==> src/rtl/shape_dispatcher_if.sv <==
// Command and core-control bundle for the shape dispatcher.
// The master side is the host plus core control unit; the slave side is the dispatcher.
interface shape_dispatcher_if;
  logic        cmd_valid;
  logic        cmd_ready;
  logic [3:0]  cmd_shapeid;
  logic [95:0] cmd_coords;
  logic        newshape;
  logic [3:0]  shapeid;
  logic [95:0] coords;
  logic        shapedone;

  modport master (
    output cmd_valid, cmd_shapeid, cmd_coords, shapedone,
    input  cmd_ready, newshape, shapeid, coords
  );

  modport slave (
    input  cmd_valid, cmd_shapeid, cmd_coords, shapedone,
    output cmd_ready, newshape, shapeid, coords
  );
endinterface

==> src/rtl/shape_dispatcher.sv <==
// Queues shape commands and hands them one at a time to the core control unit,
// retiring each on shapedone or on a 65535-cycle wait timeout.
module shape_dispatcher (
  input  logic                 clk,
  input  logic                 reset,
  shape_dispatcher_if.slave    bus,
  output logic                 busy,
  output logic                 badcmd,
  output logic                 timeout,
  output logic [15:0]          done_count
);
  typedef enum logic [1:0] {IDLE, ISSUE, WAITDONE} state_t;

  state_t      state_reg, state_next;
  logic [99:0] mem [0:3];
  logic [1:0]  wr_ptr_reg, rd_ptr_reg;
  logic [2:0]  count_reg;
  logic        ready_en_reg;
  logic [3:0]  shapeid_reg;
  logic [95:0] coords_reg;
  logic [15:0] wait_cnt_reg;
  logic        badcmd_reg, timeout_reg;
  logic [15:0] done_count_reg;

  logic push_any, push_good, push_bad;
  logic pop, retire, expire, load;

  // The in-flight shape stays at the queue head until it retires, so it counts toward occupancy.
  assign bus.cmd_ready = ready_en_reg && (count_reg != 3'd4);
  assign push_any      = bus.cmd_valid && bus.cmd_ready;
  assign push_good     = push_any && (bus.cmd_shapeid <= 4'd2);
  assign push_bad      = push_any && (bus.cmd_shapeid > 4'd2);

  always_comb begin
    state_next = state_reg;
    pop        = 1'b0;
    retire     = 1'b0;
    expire     = 1'b0;
    case (state_reg)
      IDLE: begin
        if (count_reg != 3'd0) state_next = ISSUE;
      end
      ISSUE: begin
        state_next = WAITDONE;
      end
      WAITDONE: begin
        if (bus.shapedone) begin
          pop        = 1'b1;
          retire     = 1'b1;
          state_next = IDLE;
        end else if (wait_cnt_reg == 16'hFFFE) begin
          // Counter would reach 65535 on this edge: give up on the shape.
          pop        = 1'b1;
          expire     = 1'b1;
          state_next = IDLE;
        end
      end
      default: state_next = IDLE;
    endcase
  end

  assign load = (state_reg == IDLE) && (state_next == ISSUE);

  always_ff @(posedge clk) begin
    if (push_good) mem[wr_ptr_reg] <= {bus.cmd_shapeid, bus.cmd_coords};
  end

  always_ff @(posedge clk or posedge reset) begin
    if (reset) begin
      state_reg      <= IDLE;
      wr_ptr_reg     <= 2'd0;
      rd_ptr_reg     <= 2'd0;
      count_reg      <= 3'd0;
      ready_en_reg   <= 1'b0;
      shapeid_reg    <= 4'd0;
      coords_reg     <= 96'd0;
      wait_cnt_reg   <= 16'd0;
      badcmd_reg     <= 1'b0;
      timeout_reg    <= 1'b0;
      done_count_reg <= 16'd0;
    end else begin
      state_reg    <= state_next;
      ready_en_reg <= 1'b1;
      badcmd_reg   <= push_bad;
      if (push_good) wr_ptr_reg <= wr_ptr_reg + 2'd1;
      if (pop)       rd_ptr_reg <= rd_ptr_reg + 2'd1;
      count_reg <= count_reg + {2'b00, push_good} - {2'b00, pop};
      if (load) begin
        shapeid_reg <= mem[rd_ptr_reg][99:96];
        coords_reg  <= mem[rd_ptr_reg][95:0];
      end
      if (state_reg == ISSUE)
        wait_cnt_reg <= 16'd0;
      else if (state_reg == WAITDONE)
        wait_cnt_reg <= wait_cnt_reg + 16'd1;
      if (expire) timeout_reg <= 1'b1;
      if (retire) done_count_reg <= done_count_reg + 16'd1;
    end
  end

  assign bus.newshape = (state_reg == ISSUE);
  assign bus.shapeid  = shapeid_reg;
  assign bus.coords   = coords_reg;
  assign busy         = (state_reg != IDLE);
  assign badcmd       = badcmd_reg;
  assign timeout      = timeout_reg;
  assign done_count   = done_count_reg;
endmodule

==> src/flat_wrapper.sv <==
// flat-port wrapper written by rule: the top's interface ports become plain ports
module shape_dispatcher_flat 
  (clk, reset, busy, badcmd, timeout, done_count, bus_cmd_valid, bus_cmd_shapeid, bus_cmd_coords, bus_shapedone, bus_cmd_ready, bus_newshape, bus_shapeid, bus_coords);
  shape_dispatcher_if bus_i ();
  input  logic clk;
  input  logic reset;
  output logic busy;
  output logic badcmd;
  output logic timeout;
  output logic [15:0] done_count;
  input wire logic [$bits(bus_i.cmd_valid)-1:0] bus_cmd_valid;
  input wire logic [$bits(bus_i.cmd_shapeid)-1:0] bus_cmd_shapeid;
  input wire logic [$bits(bus_i.cmd_coords)-1:0] bus_cmd_coords;
  input wire logic [$bits(bus_i.shapedone)-1:0] bus_shapedone;
  output wire logic [$bits(bus_i.cmd_ready)-1:0] bus_cmd_ready;
  output wire logic [$bits(bus_i.newshape)-1:0] bus_newshape;
  output wire logic [$bits(bus_i.shapeid)-1:0] bus_shapeid;
  output wire logic [$bits(bus_i.coords)-1:0] bus_coords;
  assign bus_i.cmd_valid = bus_cmd_valid;
  assign bus_i.cmd_shapeid = bus_cmd_shapeid;
  assign bus_i.cmd_coords = bus_cmd_coords;
  assign bus_i.shapedone = bus_shapedone;
  assign bus_cmd_ready = bus_i.cmd_ready;
  assign bus_newshape = bus_i.newshape;
  assign bus_shapeid = bus_i.shapeid;
  assign bus_coords = bus_i.coords;
  shape_dispatcher u_core (.clk(clk), .reset(reset), .bus(bus_i), .busy(busy), .badcmd(badcmd), .timeout(timeout), .done_count(done_count));
endmodule
==> config.mk <==
export PLATFORM = sky130hd
export DESIGN_NAME = shape_dispatcher_flat
export DESIGN_NICKNAME = d
export VERILOG_FILES = /design/src/rtl/shape_dispatcher_if.sv /design/src/rtl/shape_dispatcher.sv /design/src/flat_wrapper.sv
export SDC_FILE = /design/constraint.sdc
export NUM_CORES = 1
export LEC_CHECK = 0
export ABC_AREA = 0
export BUFFER_PORTS_ARGS = -buffer_cell sky130_fd_sc_hd__buf_2
export CORE_MARGIN = 1
export CORE_UTILIZATION = 45
export DETAILED_ROUTE_END_ITERATION = 12
export PLACE_DENSITY = 0.66
export SETUP_SLACK_MARGIN = 0.15
export SYNTH_ARGS = -nofsm -noshare
export SYNTH_HDL_FRONTEND = slang
export SYNTH_SLANG_ARGS = --single-unit
==> constraint.sdc <==
create_clock -name clk -period 4.7 [get_ports clk]
set_input_delay 0.94 -clock clk [delete_from_list [all_inputs] [get_ports clk]]
set_output_delay 0.94 -clock clk [all_outputs]
set_load 0.02 [all_outputs]
==> results.md <==
- Synth cell types: 46
- DR DRC count: 0
- Synth Area in Simple Gates: 2.07%
- Syn avg cell area: 21.5 um2
- Clock Skews: 24.7 ps
- Post-CTS Resized: 0
- Yosys reg bits: 544
- Max clock buf depth: 3
- Leak: 8.76 nW
- Post-synth EDFFs: 400
- Max FFs per register: 400
- CP startpoint kind: primary input
- Sum Neg Setup Slack: 0 ps
- Rows: 77
- Hold Fails Final Rpt: 0
- Final period util: 64.4%
- Core Box Area: 44,400 um2
- Area delta synth->final: 18.0%
- Initial Util: 45.8%
- Root buffer cell: clkbuf_16
- RSZ-0062 raised after global routing: no
- Clock Sinks: 544
- TritonRoute pass-1 iters: 4
- I/O pin total: 225
- Post-Syn Area: 20,300 um2
- Req. time, crit path: 4940 ps
- Min Clock Period, post-route: 3030 ps
- Htree depth: 2
- Total Wirelength: 39.7 mm
- Gr usage total: 17.7%
- Overall power: 14.7 mW
- Synth Area in Adders: 0.898%
- First-pass GRT wire length: 61.7 mm
- Post-CTS setup buffer count: 0
- # setup viols final: 0
- Syn_nets: 1,064
- Placer congestion estimate: 0.753
- Die area: 46,100 um2
- Relative max-transition margin: 19.6%
- Worst path arrival time: 3270 ps
- Slew @ Worst Pin: 1210 ps
- Largest family of logic cells by synthesized area: multiplexers
- Post-synthesis compound-gate area fraction: 0.916%
- Routed len/inst: 21.4 um
- CTS clk-pin slew, worst paths: 60 ps
- Initial antenna violation count: 7
- GRT overflow: 0
- CTS tree: yes
- Ys flop type: edfxtp_1
- Fraction of synthesized cell area in xor and xnor cells: 1.08%
- DR vias/cell: 5.25
- PwrDens: 612 nW/um2
- Worst setup path class: primary input to flip-flop
- Yosys Warn Count: 0
- Post-DP HPWL: 24.7 mm
- Die Span Y: 215 um
- Routed Antenna Nets: 0
- Maximum clock rate: 0.330 GHz
- Initial DRC Count: 617
- Status: completed
- # fillers: 3,400
- Clock Latency Late Sink: 600 ps
- Max Cap Viol: 0
- Die width: 215 um
- Register area share after synthesis: 76.8%
- Max-slew violations: 0
- Crit end category: flip-flop
- Mux share of post-synthesis cell area: 17.0%
- Largest fanout on the critical path: 39
- CTS Hold Bufs: 0
- Final net count: 1,329
- Hold Slack: 472 ps
- Pin count of the biggest net entering global routing: 78
- Worst-case reg-to-reg path depth: 12
- Max rail drop VDD: 0.451 mV
- Port Buf Inserts: 224
- Number of global-route vias before repair: 10,200
- Cell count after synthesis: 946
- Vias post-DR: 9,727
- Post-synth ARST share: 26.5%
- Min-delay worst type: flip-flop to flip-flop
- Total CTS buffers: 55
- Hold path depth: 1
- Share of layout cells above drive strength 1: 42.7%
cells by family after synthesis:
group                    Yosys count
flip-flops                       544
buffers and inverters             51
AND/OR/NAND/NOR                   80
multiplexers                     203
AO/OA/AOI/OAI                     28
XOR/XNOR                          25
other                              1
adder cells (fa/ha/maj)           14
cell type report:
class                           count  area [um2]  share of cell area (%)
Sequential cell                   544       15600                    65.1
Clock buffer                       70        1440                    6.01
Tap cell                          592         741                    3.09
Inverter                           17        67.6                   0.281
Clock inverter                     34         299                    1.25
Multi-Input combinational cell    351        4470                    18.6
Antenna cell                        3        7.51                  0.0313
Timing Repair Buffer              242        1360                    5.65
power by group:
| part | total, mW | switching (mW) | internal (mW) |
|---|---|---|---|
| registers | 6.40 | 0.599 | 5.80 |
| clock network | 4.21 | 1.77 | 2.44 |
| logic | 4.09 | 2.02 | 2.07 |
per-stage QoR:
| stage | area (um2) | cells | setup slack [ps] | utilization, % |
|---|---|---|---|---|
| finish | 24000 | 1853 | 1670 | 54.1 |
| global route | 24000 | 1851 | 1540 | 54.0 |
| CTS | 24000 | 1850 | 1680 | 54.0 |
| detailed placement | 22300 | 1746 | 1040 | 50.1 |
| global placement | 22300 | 1746 | 1070 | 50.1 |
| floorplan | 20300 | 946 | 294 | - |
synthesized netlist by cell type, types with 2 or more instances:
| cell type | count | area, um2 |
|---|---|---|
| buf_6 | 10 | 113 |
| mux2_2 | 92 | 1040 |
| o21ai_0 | 8 | 40.0 |
| mux2_4 | 10 | 150 |
| nand2_1 | 15 | 56.3 |
| clkbuf_1 | 22 | 82.6 |
| and3_1 | 5 | 31.3 |
| and2_1 | 5 | 31.3 |
| inv_1 | 17 | 63.8 |
| a21oi_1 | 7 | 35.0 |
| edfxtp_1 | 400 | 12000 |
| and4_1 | 2 | 17.5 |
| or3_1 | 2 | 12.5 |
| nand4_1 | 6 | 37.5 |
| a31o_2 | 3 | 26.3 |
| ha_1 | 13 | 163 |
| nor4_1 | 3 | 18.8 |
| xor2_1 | 10 | 87.6 |
| xnor2_1 | 15 | 131 |
| nand3_1 | 15 | 75.1 |
| nand2b_1 | 3 | 18.8 |
| nor3_1 | 3 | 15.0 |
| dfrtp_1 | 144 | 3600 |
| nor2_1 | 15 | 56.3 |
| mux4_2 | 100 | 2250 |
cells in the final DEF, fill, tap and decap left out, types with 4 or more instances in the layout:
cell type,count
clkbuf_16,55
mux4_2,100
mux2_4,10
clkinvlp_4,4
edfxtp_1,400
nand4_1,6
nand3_1,15
xor2_1,10
o21ai_0,8
clkinv_1,12
clkinv_2,11
buf_12,8
buf_2,224
inv_1,16
dfrtp_1,142
buf_4,10
nor2_1,15
nand2_1,15
ha_1,13
a21oi_1,7
clkbuf_1,14
xnor2_1,15
and3_1,5
bufinv_16,5
and2_4,4
mux2_2,92
path summary, 6_finish.rpt:
check	startpoint	to	slack, ps
hold / removal	u_core.done_count[15]	u_core.done_count[15]	470
hold reg to reg	u_core.done_count[15]	u_core.done_count[15]	470
setup / recovery	bus_cmd_shapeid[1]	u_core.mem[3][67]	1670
max in group asynchronous	reset	u_core.bus.coords[76]	3220
setup reg to reg	u_core.wait_cnt_reg[0]	u_core.count_reg[2]	1930
min in group asynchronous	reset	u_core.bus.coords[44]	560
critical path, cell delays in order:
cell and delay (ps):
buf_2 130, a211oi_1 660, and3_1 420, and2_4 630, buf_4 480
per-layer routing:
layer  vias to the layer above  global-route usage, %  part of all wire, %  wire length (um)
met5                         -                      0                 0.10                40
met4                         6                   5.45                  2.1               817
met3                        61                   4.04                  5.4              2140
met2                       229                   26.9                   46             18300
met1                      5113                   25.6                   46             18400
li1                       4318                      -                    -                 -
Power figures use the tool's default switching activity.
